**config.mk**
```make
export PLATFORM = sky130hd
export DESIGN_NAME = axil_csr_slave
export DESIGN_NICKNAME = d
export VERILOG_FILES = /design/src/rtl/axil_csr_slave.sv
export SDC_FILE = /design/constraint.sdc
export NUM_CORES = 1
export LEC_CHECK = 0
export ABC_AREA = 1
export CELL_PAD_IN_SITES_DETAIL_PLACEMENT = 1
export CELL_PAD_IN_SITES_GLOBAL_PLACEMENT = 2
export CORE_ASPECT_RATIO = 1.25
export CORE_MARGIN = 4
export CORE_UTILIZATION = 30
export DETAILED_ROUTE_END_ITERATION = 12
export PLACE_DENSITY_LB_ADDON = 0.3
export SYNTH_ARGS = -nofsm -noshare
export SYNTH_HDL_FRONTEND = slang
export SYNTH_SLANG_ARGS = --single-unit
```
**constraint.sdc**
```tcl
create_clock -name aclk -period 1.7 [get_ports aclk]
set_input_delay 0.17 -clock aclk [delete_from_list [all_inputs] [get_ports aclk]]
set_output_delay 0.17 -clock aclk [all_outputs]
set_load 0.02 [all_outputs]
```
**src/rtl/axil_csr_slave.sv**
```systemverilog
// axil_csr_slave: AXI4-Lite control/status register file behind the PCIe BAR.
// Independent write (AW/W held, then commit) and read channels with registered responses.
module axil_csr_slave #(
  parameter int          ADDR_W   = 32,
  parameter logic [31:0] ID_VALUE = 32'hACE0_0215,
  parameter logic [31:0] CTRL_RST = 32'h0000_0000
) (
  input  logic              aclk,
  input  logic              aresetn,
  input  logic [ADDR_W-1:0] s_axil_awaddr,
  input  logic [2:0]        s_axil_awprot,
  input  logic              s_axil_awvalid,
  output logic              s_axil_awready,
  input  logic [31:0]       s_axil_wdata,
  input  logic [3:0]        s_axil_wstrb,
  input  logic              s_axil_wvalid,
  output logic              s_axil_wready,
  output logic [1:0]        s_axil_bresp,
  output logic              s_axil_bvalid,
  input  logic              s_axil_bready,
  input  logic [ADDR_W-1:0] s_axil_araddr,
  input  logic [2:0]        s_axil_arprot,
  input  logic              s_axil_arvalid,
  output logic              s_axil_arready,
  output logic [31:0]       s_axil_rdata,
  output logic [1:0]        s_axil_rresp,
  output logic              s_axil_rvalid,
  input  logic              s_axil_rready,
  output logic [31:0]       ctrl_out,
  input  logic [31:0]       status_in
);
  localparam logic [0:0] W_IDLE = 1'b0, W_RESP = 1'b1, R_IDLE = 1'b0, R_DATA = 1'b1;
  logic [0:0] w_state, r_state;
  logic aw_held, w_held, commit, unused;
  logic [2:0] aw_idx, ar_idx;
  logic [3:0] w_strb;
  logic [1:0] wr_resp, rd_resp;
  logic [31:0] w_data, scratch, ctrl, cycle, wrcnt, cur, merged, rd_val;
  assign s_axil_bvalid = w_state == W_RESP;
  assign s_axil_rvalid = r_state == R_DATA;
  // Readies are forced low while reset is asserted and rise as soon as it releases.
  assign s_axil_awready = aresetn && !aw_held && !s_axil_bvalid;
  assign s_axil_wready = aresetn && !w_held && !s_axil_bvalid;
  assign s_axil_arready = aresetn && !s_axil_rvalid;
  assign ctrl_out = ctrl;
  assign commit = w_state == W_IDLE && aw_held && w_held;
  assign ar_idx = s_axil_araddr[4:2];
  assign unused = ^{s_axil_awprot, s_axil_arprot, s_axil_awaddr, s_axil_araddr};
  always_comb begin
    wr_resp = (aw_idx == 3'd1 || aw_idx == 3'd2) ? 2'b00 : (aw_idx[2] && aw_idx[1]) ? 2'b11 : 2'b10;
    rd_resp = (ar_idx[2] && ar_idx[1]) ? 2'b11 : 2'b00;
    cur = aw_idx == 3'd1 ? scratch : ctrl;
    merged = cur;
    for (int i = 0; i < 4; i++) merged[8*i +: 8] = w_strb[i] ? w_data[8*i +: 8] : cur[8*i +: 8];
    case (ar_idx)
      3'd0:    rd_val = ID_VALUE;
      3'd1:    rd_val = scratch;
      3'd2:    rd_val = ctrl;
      3'd3:    rd_val = status_in;
      3'd4:    rd_val = cycle;
      3'd5:    rd_val = wrcnt;
      default: rd_val = '0;
    endcase
  end
  always_ff @(posedge aclk or negedge aresetn) begin
    if (!aresetn) begin
      w_state <= W_IDLE;
      aw_held <= 1'b0;
      w_held <= 1'b0;
      aw_idx <= '0;
      w_data <= '0;
      w_strb <= '0;
      s_axil_bresp <= 2'b00;
      scratch <= '0;
      ctrl <= CTRL_RST;
      wrcnt <= '0;
    end else begin
      if (s_axil_awvalid && s_axil_awready) begin
        aw_held <= 1'b1;
        aw_idx <= s_axil_awaddr[4:2];
      end
      if (s_axil_wvalid && s_axil_wready) begin
        w_held <= 1'b1;
        w_data <= s_axil_wdata;
        w_strb <= s_axil_wstrb;
      end
      if (commit) begin
        aw_held <= 1'b0;
        w_held <= 1'b0;
        w_state <= W_RESP;
        s_axil_bresp <= wr_resp;
        if (wr_resp == 2'b00) begin
          wrcnt <= wrcnt + 32'd1;
          if (aw_idx == 3'd1) scratch <= merged;
          else ctrl <= merged;
        end
      end else if (s_axil_bvalid && s_axil_bready) w_state <= W_IDLE;
    end
  end
  always_ff @(posedge aclk or negedge aresetn) begin
    if (!aresetn) begin
      r_state <= R_IDLE;
      s_axil_rdata <= '0;
      s_axil_rresp <= 2'b00;
    end else if (s_axil_arvalid && s_axil_arready) begin
      r_state <= R_DATA;
      s_axil_rdata <= rd_val;
      s_axil_rresp <= rd_resp;
    end else if (s_axil_rvalid && s_axil_rready) r_state <= R_IDLE;
  end
  always_ff @(posedge aclk or negedge aresetn) begin
    if (!aresetn) cycle <= '0;
    else cycle <= cycle + 32'd1;
  end
endmodule

```
==> results.cfg, run 1 <==
[synth]
synth_most_common_cell = sky130_fd_sc_hd__nand2_1
post_synthesis_instance_area_um2 = 10600
async_set_or_reset_register_ratio_after_synthesis_pct = 100
synth_flop_cell = sky130_fd_sc_hd__dfrtp_1
synth.lib_cells_used.distinct = 41
netlist_top_cells_area = sky130_fd_sc_hd__dfrtp_1, sky130_fd_sc_hd__nand2_1, sky130_fd_sc_hd__o21ai_0
ys_warn_count = 0
synth_edf_count = 0
syn_area_per_cell_um2 = 8.18
synth.top_cell.area_share_pct = 48.6
synth_cells = 1295
yosysSeqAreaShare_pct = 48.6
synth_seq_cells = 206
synthesis.nets = 1442
post-synth-top-area-cell = sky130_fd_sc_hd__dfrtp_1
ys_top_cells_by_count = sky130_fd_sc_hd__nand2_1, sky130_fd_sc_hd__dfrtp_1, sky130_fd_sc_hd__o21ai_0

[cells_and_area]
layout_cell_share_with_drive_strength_beyond_1_pct = 13.5
design.final.nets = 1658
diode_count = 0
synthToLayoutAreaGrowth_pct = 32.6

[die]
floorplan.core_area_um2 = 34700
die_width_um = 176
die_outline_area_um2 = 38400
core.rowCount = 76
ios = 218
initial_utilization_pct = 30.5
floorplan.die.height_um = 218

[detailed_routing]
drc = 0
drt-initial-drc-count = 647
route.vias.total = 9533
detail_route.vias_per_cell = 4.77
detail-route-antenna-nets = 0
routed_wire_length_per_instance_um = 18.9
drt-total-wl_um = 37700
drtPass1Iterations = 6

[worst_hold_path]
hold_crit_path_type = in2reg

[timing]
maxSlewHeadroom_pct = 54.0
timing.fmax_mhz = 607
fin_crit_ns = 1.65
hold_viol_final = 0
final_setup_violations = 0
rsz0062_at_grt = true
timing.final.crit_share_pct = 96.9
report.final.slew_viol_count = 0
worst_slew_pin_slew_ns = 0.690
timing.setup.tns_ns = 0
fin_worst_skew_ns = 0.00726

[placed_design]
placer_s_final_routability_congestion_estimate = 0.859
dp.final_hpwl_um = 28900
port_buffers = 153

[clocking]
bufs_on_longest_clock_path = 3
cts_num_sinks = 206
cts_tree = built
cts.root.buffer_cell = sky130_fd_sc_hd__clkbuf_16
number_of_clock_buffers_inserted_by_tritoncts = 25
clock_tree.htree_level_count = 1
clk_transition_reported_paths_ns = 0.06
clk-insertion-delay-late_ns = 0.52

[setup_path]
worst_setup_path_end_kind = output pin
critical_path_buf_inv_count = 1
worstSetupStartpointType = flip-flop
max_stage_delay_ns = 0.61
critical_path.top_delay_family = buffers and inverters
cp_max_fo = 2
data_required_time_at_the_worst_endpoint_ns = 1.53
worstPathArrival_ns = 1.48
critPathSlowestCell = sky130_fd_sc_hd__clkdlybuf4s50_1
critical_setup_path_kind = reg2out
worstPathCellList = clkdlybuf4s50_1

[grt]
global_route.overflow_total = 0
top_usage_layer = met2
initial_antenna_violation_count = 2
globalRouteMet2Util_pct = 34.1
grt_util_met3_pct = 3.10
grt_start_max_net_pins = 112
number_of_global_route_vias_before_repair = 10077
groute.usage.overall_pct = 19.5
first_pass_grt_wire_length_um = 59000
met1_track_demand_over_resource_pct = 25.7

[outcome]
outcome = finished, final reports clean

[power_and_ir_drop]
leakage_uw = 0.00667
power.density_nw_per_um2 = 1340
power.total_uw = 18800
vdd.ir_drop.worst_uv = 738

[job]
timing.max_cap.violations = 0
## path summary, 6_finish.rpt
kind,startpoint,slack (ns),cells past startpoint,to
worst max-delay path,s_axil_rdata[8]$_DFFE_PN0P_,0.05,1,s_axil_rdata[8]
worst min-delay path,s_axil_rready,0.21,2,s_axil_rvalid$_DFFE_PN0P_
worst max register to register,wrcnt[3]$_DFFE_PN0P_,0.08,6,wrcnt[17]$_DFFE_PN0P_
worst min register to register,wrcnt[31]$_DFFE_PN0P_,0.48,2,wrcnt[31]$_DFFE_PN0P_
max in group asynchronous,aresetn,0.69,4,wrcnt[11]$_DFFE_PN0P_
min in group asynchronous,aresetn,0.42,4,scratch[0]$_DFFE_PN0P_
## sequential cells by signal, summed over array words and instances, names as in the netlist
name / count
aw_held: 1
w_data: 32
aw_idx: 3
s_axil_rdata: 32
s_axil_bresp: 2
s_axil_rresp: 1
w_strb: 4
ctrl_out: 32
wrcnt: 32
scratch: 32
s_axil_rvalid: 1
cycle: 32
s_axil_bvalid: 1
w_held: 1
## placed cells by master (no fill, tap or decap), types with 8 or more instances in the layout
master and n:
sky130_fd_sc_hd__clkbuf_8 10, sky130_fd_sc_hd__buf_12 9, sky130_fd_sc_hd__xor2_1 30, sky130_fd_sc_hd__nor3_1 12, sky130_fd_sc_hd__inv_1 87, sky130_fd_sc_hd__o21ai_0 130
sky130_fd_sc_hd__buf_4 73, sky130_fd_sc_hd__o211ai_1 9, sky130_fd_sc_hd__a21oi_1 23, sky130_fd_sc_hd__nor2_1 88, sky130_fd_sc_hd__nand2_1 451, sky130_fd_sc_hd__a2bb2oi_1 9
sky130_fd_sc_hd__o21ai_1 21, sky130_fd_sc_hd__nand4_1 14, sky130_fd_sc_hd__dlygate4sd2_1 62, sky130_fd_sc_hd__nand3_1 69, sky130_fd_sc_hd__dfrtp_1 204, sky130_fd_sc_hd__xnor2_1 10
sky130_fd_sc_hd__clkbuf_16 25, sky130_fd_sc_hd__clkdlybuf4s50_1 81, sky130_fd_sc_hd__nor2_4 8, sky130_fd_sc_hd__mux2_4 31
## what timing repair did
action,CTS,global route
resized for setup,71,12
hold endpoints to repair,206,0
setup buffers,1,0
setup endpoints to repair,65,20
pin swaps,0,1
hold buffers,1,0
## metal layers
metal  wire (um)  part of all wire, %  vias to the layer above
met5          22                0.058                        -
met4         680                  1.8                        4
met3        1450                  3.9                       45
met2       18800                   50                      151
met1       16700                   44                     4706
li1            -                    -                     4627
## area by class of cell
cell class	instances	area, um2
clock buffers	35	753
clock inverters	10	156
fillers	4143	20600
inverters	92	348
multi-input cells	950	4850
flip-flops and latches	206	5160
well taps	468	586
repair buffers	236	2200
## cells by family after synthesis
logic type / after synthesis / synth area share [%]
adder cells (fa/ha/maj): 2 / 0.236
multiplexers: 33 / 4.60
buffers and inverters: 139 / 5.70
AO/OA/AOI/OAI: 196 / 9.85
flip-flops: 206 / 48.6
AND/OR/NAND/NOR: 679 / 27.7
XOR/XNOR: 40 / 3.31
## through the flow
stage | setup slack [ns] | std cells | hold slack [ns] | util, % | area, um2
after global routing | -0.0339 | 1997 | 0.197 | 40.5 | 14100
after CTS | 0.000267 | 1997 | 0.193 | 40.5 | 14000
after detailed placement | -0.218 | 1950 | 0.442 | 38.0 | 13200
after floorplan | 0.0431 | 1295 | -0.126 | - | 10600
final | 0.0533 | 1997 | 0.209 | 40.5 | 14100
after global placement | -0.158 | 1950 | 0.444 | 38.0 | 13200
## power by group
part / internal, uW / total [uW] / switching, uW / leakage [uW]
registers: 6200 / 7490 / 1290 / 0.00269
clock network: 3680 / 5880 / 2200 / 0.000450
logic: 2400 / 5420 / 3020 / 0.00354
total: 12300 / 18800 / 6520 / 0.00667
No activity file was read; power rests on OpenSTA's default activity.
==> inputs of run 2 (changes only) <==
--- a/config.mk
+++ b/config.mk
@@ -12,6 +12,8 @@
 export CORE_MARGIN = 4
 export CORE_UTILIZATION = 30
 export DETAILED_ROUTE_END_ITERATION = 12
+export GPL_ROUTABILITY_DRIVEN = 0
+export HOLD_SLACK_MARGIN = 0.12
 export PLACE_DENSITY_LB_ADDON = 0.3
 export SYNTH_ARGS = -nofsm -noshare
 export SYNTH_HDL_FRONTEND = slang
==> results of run 2 <==
Final layout, timing and power as in run 1 (identical DEF).
